## src/rtl/dti_dly_var.sv

```systemverilog
// dti_dly_var
//   Runtime-configurable transaction delay line on a valid/ready stream.
//   Output is held back until the latched delay (dly_q) items are buffered,
//   then one item is released per accepted input, so dout lags din by exactly
//   dly_q transactions. A flush pulse drains whatever is buffered.
//
// Parameters
//   MAX_LEN  storage depth / maximum delay (any integer >= 1)
//   W_DIN    data width
//   W_LEN    width of the delay and occupancy fields
//
// Ports
//   clk, rst              clock, synchronous active-high reset
//   dly                   requested delay, clamped to [1, MAX_LEN]
//   flush                 single-cycle drain request
//   din_data/valid/ready  input stream
//   dout_data/valid/ready output stream (dout_data = head of buffer)
//   cnt                   registered occupancy
//   primed                registered, high while in RUN
module dti_dly_var #(
  parameter int MAX_LEN = 16,
  parameter int W_DIN   = 16,
  parameter int W_LEN   = $clog2(MAX_LEN + 1)
) (
  input  logic             clk,
  input  logic             rst,
  input  logic [W_LEN-1:0] dly,
  input  logic             flush,
  input  logic [W_DIN-1:0] din_data,
  input  logic             din_valid,
  output logic             din_ready,
  output logic [W_DIN-1:0] dout_data,
  output logic             dout_valid,
  input  logic             dout_ready,
  output logic [W_LEN-1:0] cnt,
  output logic             primed
);

  localparam int               W_PTR      = (MAX_LEN > 1) ? $clog2(MAX_LEN) : 1;
  localparam logic [W_LEN-1:0] L_MAX      = W_LEN'(MAX_LEN);
  localparam logic [W_LEN-1:0] L_ONE      = W_LEN'(1);
  localparam logic [W_PTR-1:0] L_PTR_LAST = W_PTR'(MAX_LEN - 1);

  typedef enum logic [1:0] {S_FILL, S_RUN, S_DRAIN} state_t;

  state_t           r_state;
  logic [W_LEN-1:0] r_cnt;
  logic [W_LEN-1:0] r_dly_q;
  logic [W_PTR-1:0] r_wr_ptr;
  logic [W_PTR-1:0] r_rd_ptr;
  logic             r_primed;
  logic [W_DIN-1:0] r_mem [MAX_LEN];

  logic [W_LEN-1:0] w_dly_clamp;
  logic [W_LEN-1:0] w_dly_eff;
  logic             w_din_ready;
  logic             w_dout_valid;
  logic             w_din_acc;
  logic             w_dout_acc;
  logic             w_flush_go;
  logic [W_LEN-1:0] w_cnt_nxt;

  always_comb begin
    w_dly_clamp = dly;
    if (dly == '0)
      w_dly_clamp = L_ONE;
    else if (dly > L_MAX)
      w_dly_clamp = L_MAX;

    // While empty in FILL the delay follows the input live, so the very
    // first accept already uses the current request; otherwise it is frozen.
    w_dly_eff = ((r_state == S_FILL) && (r_cnt == '0)) ? w_dly_clamp : r_dly_q;

    w_din_ready  = 1'b0;
    w_dout_valid = 1'b0;
    case (r_state)
      S_FILL: begin
        w_din_ready  = (r_cnt < w_dly_eff);
        w_dout_valid = 1'b0;
      end
      S_RUN: begin
        w_dout_valid = (r_cnt == w_dly_eff);
        w_din_ready  = (r_cnt < w_dly_eff) || dout_ready;
      end
      S_DRAIN: begin
        w_din_ready  = 1'b0;
        w_dout_valid = (r_cnt != '0);
      end
      default: begin
        w_din_ready  = 1'b0;
        w_dout_valid = 1'b0;
      end
    endcase
    if (rst) begin
      w_din_ready  = 1'b0;
      w_dout_valid = 1'b0;
    end

    w_din_acc  = din_valid && w_din_ready;
    w_dout_acc = w_dout_valid && dout_ready;
    w_cnt_nxt  = r_cnt + W_LEN'(w_din_acc) - W_LEN'(w_dout_acc);

    // An accept in the flush cycle counts as buffered data to drain.
    w_flush_go = flush && (r_state != S_DRAIN) && ((r_cnt != '0) || w_din_acc);
  end

  always_ff @(posedge clk) begin
    if (rst) begin
      r_state  <= S_FILL;
      r_cnt    <= '0;
      r_dly_q  <= L_ONE;
      r_wr_ptr <= '0;
      r_rd_ptr <= '0;
      r_primed <= 1'b0;
    end else begin
      r_cnt   <= w_cnt_nxt;
      r_dly_q <= w_dly_eff;

      if (w_din_acc)
        r_wr_ptr <= (r_wr_ptr == L_PTR_LAST) ? '0 : r_wr_ptr + W_PTR'(1);
      if (w_dout_acc)
        r_rd_ptr <= (r_rd_ptr == L_PTR_LAST) ? '0 : r_rd_ptr + W_PTR'(1);

      case (r_state)
        S_FILL: begin
          if (w_flush_go) begin
            r_state  <= S_DRAIN;
            r_primed <= 1'b0;
          end else if (w_cnt_nxt == w_dly_eff) begin
            r_state  <= S_RUN;
            r_primed <= 1'b1;
          end
        end
        S_RUN: begin
          if (w_flush_go) begin
            r_state  <= S_DRAIN;
            r_primed <= 1'b0;
          end
        end
        S_DRAIN: begin
          if (w_cnt_nxt == '0) begin
            r_state  <= S_FILL;
            r_primed <= 1'b0;
          end
        end
        default: begin
          r_state  <= S_FILL;
          r_primed <= 1'b0;
        end
      endcase
    end
  end

  // Storage is not reset; contents are only observable while dout_valid.
  always_ff @(posedge clk) begin
    if (w_din_acc)
      r_mem[r_wr_ptr] <= din_data;
  end

  assign din_ready  = w_din_ready;
  assign dout_valid = w_dout_valid;
  assign dout_data  = r_mem[r_rd_ptr];
  assign cnt        = r_cnt;
  assign primed     = r_primed;

endmodule

```

## config.mk

```make
export PLATFORM = sky130hd
export DESIGN_NAME = dti_dly_var
export DESIGN_NICKNAME = d
export VERILOG_FILES = /design/src/rtl/dti_dly_var.sv
export SDC_FILE = /design/constraint.sdc
export NUM_CORES = 1
export LEC_CHECK = 0
export ABC_CLOCK_PERIOD_IN_PS = 13900
export CAP_MARGIN = 20
export CORE_UTILIZATION = 39
export CTS_CLUSTER_DIAMETER = 80
export DETAILED_ROUTE_END_ITERATION = 7
export GPL_TIMING_DRIVEN = 0
export PLACE_DENSITY = 0.61
export SLEW_MARGIN = 15
export SYNTH_ARGS = -nofsm -noshare
export SYNTH_HDL_FRONTEND = slang
export SYNTH_SLANG_ARGS = --single-unit
```

## constraint.sdc

```tcl
create_clock -name clk -period 13.9 [get_ports clk]
set_input_delay 3.475 -clock clk [delete_from_list [all_inputs] [get_ports clk]]
set_output_delay 3.475 -clock clk [all_outputs]
set_load 0.01 [all_outputs]
```

==> flow_summary_export.csv <==
group,metric,value,unit
clock_tree,clock-root-buffer,"clkbuf_16",
worst_setup_path,worstSetupStartpointType,"input port",
min_path,hold_depth,2,
detailed_routing,firstDrtPassIters,4,
timing,hold_violations,0,
synthesis,synth_top_family_by_area,"multiplexers",
synthesis,synth-xor-area-share,0.007679,
floorplanning,die_area,29510,µm²
power_and_ir_drop,irDropWorstVdd,117.8,µV
global_route,grt_max_degree,17,
worst_setup_path,critPathKind,"in -> out",
finish,drive_above_1_share,0.2243,
placed_design,place_hpwl,14.27,mm
synthesis,synth_seq_cells,281,
timing,finClkSkew,9.117,ps
worst_setup_path,path_max_fanout,6,
worst_setup_path,endpoint_kind,"primary output",
timing,max_clock_freq,105.5,MHz
timing,worstMarginPinSlew,1105,ps
timing,rsz0062_at_grt,"false",
timing,fin_crit_sh,0.6821,
synthesis,synth.area.mux_share,0.1620,
detailed_routing,ant_nets,0,
detailed_routing,drc,0,
timing,setup_tns,0,ps
placed_design,numPortBuffers,49,
global_route,grt_usage,0.1631,
synthesis,syn_area,11240,µm²
power_and_ir_drop,powerDensity,154.6,nW/µm²
detailed_routing,viasPerCell,5.269,
clock_tree,cts_buffers,29,
min_path,whs_endpoint,"primed",
floorplanning,rows,61,
synthesis,synthCells,549,
worst_setup_path,required,10430,ps
worst_setup_path,rrSetupSlack,8370,ps
synthesis,yosys_warnings,0,
finish,post-route-util,0.4691,
synthesis,yosysTopAreaCellShare,0.6837,
floorplanning,start_util,0.4003,
synthesis,ys.flop_type,"edfxtp_1",
finish,synthToLayoutAreaGrowth,17.19,%
placed_design,dpl-instance-area,12220,µm²
synthesis,avgSynthCellArea,20.48,µm²
floorplanning,chipHeight,171.8,µm
placed_design,globalplace.congestion,0.8282,
detailed_routing,drt-initial-drc-count,357,
finish,fin_nets,678,
synthesis,synth_most_common_cell,"edfxtp_1",
finish,postLayoutCellArea,13180,µm²
run,maxCapViolations,0,
worst_setup_path,cp_data_arrival_time,6010,ps
min_path,worstHoldStart,"primed",
outcome,status,"completed",
timing,setup_violations,0,
global_route,grt-ovfl-total,0,
synthesis,async_flop_share,0,
synthesis,netlist_top_cells_count,"256 x edfxtp_1, 80 x mux4_2, 25 x dfxtp_1",
clock_tree,postCtsHoldBufs,0,
synthesis,synth_area_leaders,"edfxtp_1 68%, mux4_2 16%, dfxtp_1 4.5%, ha_1 2.1%, and2_1 1.0%",
finish,insertedDiodeCount,0,
clock_tree,cts_tree,"done",
worst_setup_path,reg2reg_to,"r_state[0]",
min_path,hold_path.class,"reg -> reg",
synthesis,synth_edf_count,256,
clock_tree,cts_resized,0,
synthesis,ys_types,54,
synthesis,synthSimpleGateAreaFrac,0.04418,
clock_tree,htreeDepth,1,
floorplanning,top_level_ports,50,
timing,drv_slew,0,
power_and_ir_drop,power,2.038,mW
worst_setup_path,r2r-start,"cnt[3]",
clock_tree,cts_setup_buffers,0,
synthesis,ys_seq_area_frac,0.7282,
clock_tree,cts_max_path_buffers,3,
floorplanning,die_w,171.8,µm
power_and_ir_drop,p_leak,4.159,nW
synthesis,synth-adder-area-share,0.02292,
worst_setup_path,reg2reg_depth,23,
timing,slew_headroom,0.2631,
global_route,antenna_found_initial,0,
clock_tree,clk_latency,550,ps
clock_tree,clk_pin_slew_worst_paths,60,ps
global_route,grt_pass1_vias,5831,
detailed_routing,vias,5422,
global_route,grt_pass1_wl,34.71,mm
timing,min_period,9481,ps
synthesis,synth.largest_area_cell,"edfxtp_1",
synthesis,synth-compound-area-share,0.02148,
detailed_routing,drt_wl_total,23.32,mm
timing,holdWs,471.3,ps
synthesis,synth_nets,595,
detailed_routing,avgRoutedWirePerCell,22.66,µm
clock_tree,cts_sinks,281,
floorplanning,core-area,28090,µm²
## power breakdown
part           switching (mW)  internal [mW]  leakage, nW
sequential             0.0165          0.953         2.51
clock                   0.313          0.430        0.456
combinational           0.172          0.152         1.20
total                   0.502           1.54         4.16
## layer usage
layer / part of all wire / GRT usage / vias up
li1: - / - / 2414
met4: 0.022 / 0.04463 / 0
met5: 0 / 0 / -
met3: 0.051 / 0.02255 / 33
met1: 0.42 / 0.2134 / 2841
met2: 0.51 / 0.2848 / 134
## cell type report
cell class / instances / area [µm²]
repair buffers: 52 / 535.5
clock inverters: 14 / 117.6
flip-flops and latches: 281 / 8188
plain buffers: 21 / 95.09
inverters: 15 / 56.30
multi-input cells: 232 / 2907
fillers: 2379 / 14910
well taps: 378 / 473.0
clock buffers: 36 / 804.5
## placed cells by master, fill, tap and decap left out, types with 14 or more instances in the layout
cell	synthesis	routed
clkbuf_1	11	15
inv_1	15	15
ha_1	19	19
clkbuf_16	0	31
nor2_1	15	14
dfxtp_1	25	25
a21oi_1	18	18
nand2_1	16	16
edfxtp_1	256	256
mux4_2	80	80
and2_1	18	18
clkdlybuf4s50_1	0	49
## state kept, by name, indices dropped and copies added (netlist names), named ones only
signal,flops
r_state,2
r_mem,256
r_dly_q,5
r_rd_ptr,4
primed,1
cnt,5
r_wr_ptr,4
## stage by stage
| stage | setup WS (ps) | instances |
|---|---|---|
| 3_3_place_gp | 4499 | 976 |
| 2_1_floorplan | 5640 | 549 |
| 4_1_cts | 4401 | 1027 |
| 6_report | 4419 | 1029 |
| 5_1_grt | 4322 | 1029 |
| 3_5_place_dp | 4424 | 977 |
## cells by family (layout without fill, tap and decap cells)
logic type / count (synthesis) / in the layout
buffers and inverters: 36 / 138
adders and majority gates: 20 / 20
and+or+nand+nor: 84 / 84
AOI/OAI and AO/OA: 37 / 37
DFF: 281 / 281
muxes: 82 / 82
xor gates and xnor gates: 9 / 9
## worst max-delay path by stage
stage,cells past startpoint,from,endpoint,slack [ps]
3_5_place_dp,8,dly[4],dout_valid,4420
2_1_floorplan,6,dly[4],dout_valid,5640
6_report,8,dly[4],dout_valid,4420
3_3_place_gp,8,dly[4],dout_valid,4500
4_1_cts,8,dly[4],dout_valid,4400
5_1_grt,8,dly[4],dout_valid,4320
## worst max-delay path, stage by stage
cell and delay [ps]:
clkdlybuf4s50_1 540, nor4b_2 330, a21oi_2 110, ha_1 320
and4_1 230, a32oi_1 110, nor3b_1 300, clkdlybuf4s50_1 600
Note: power is estimated with default switching activity, not from simulation.
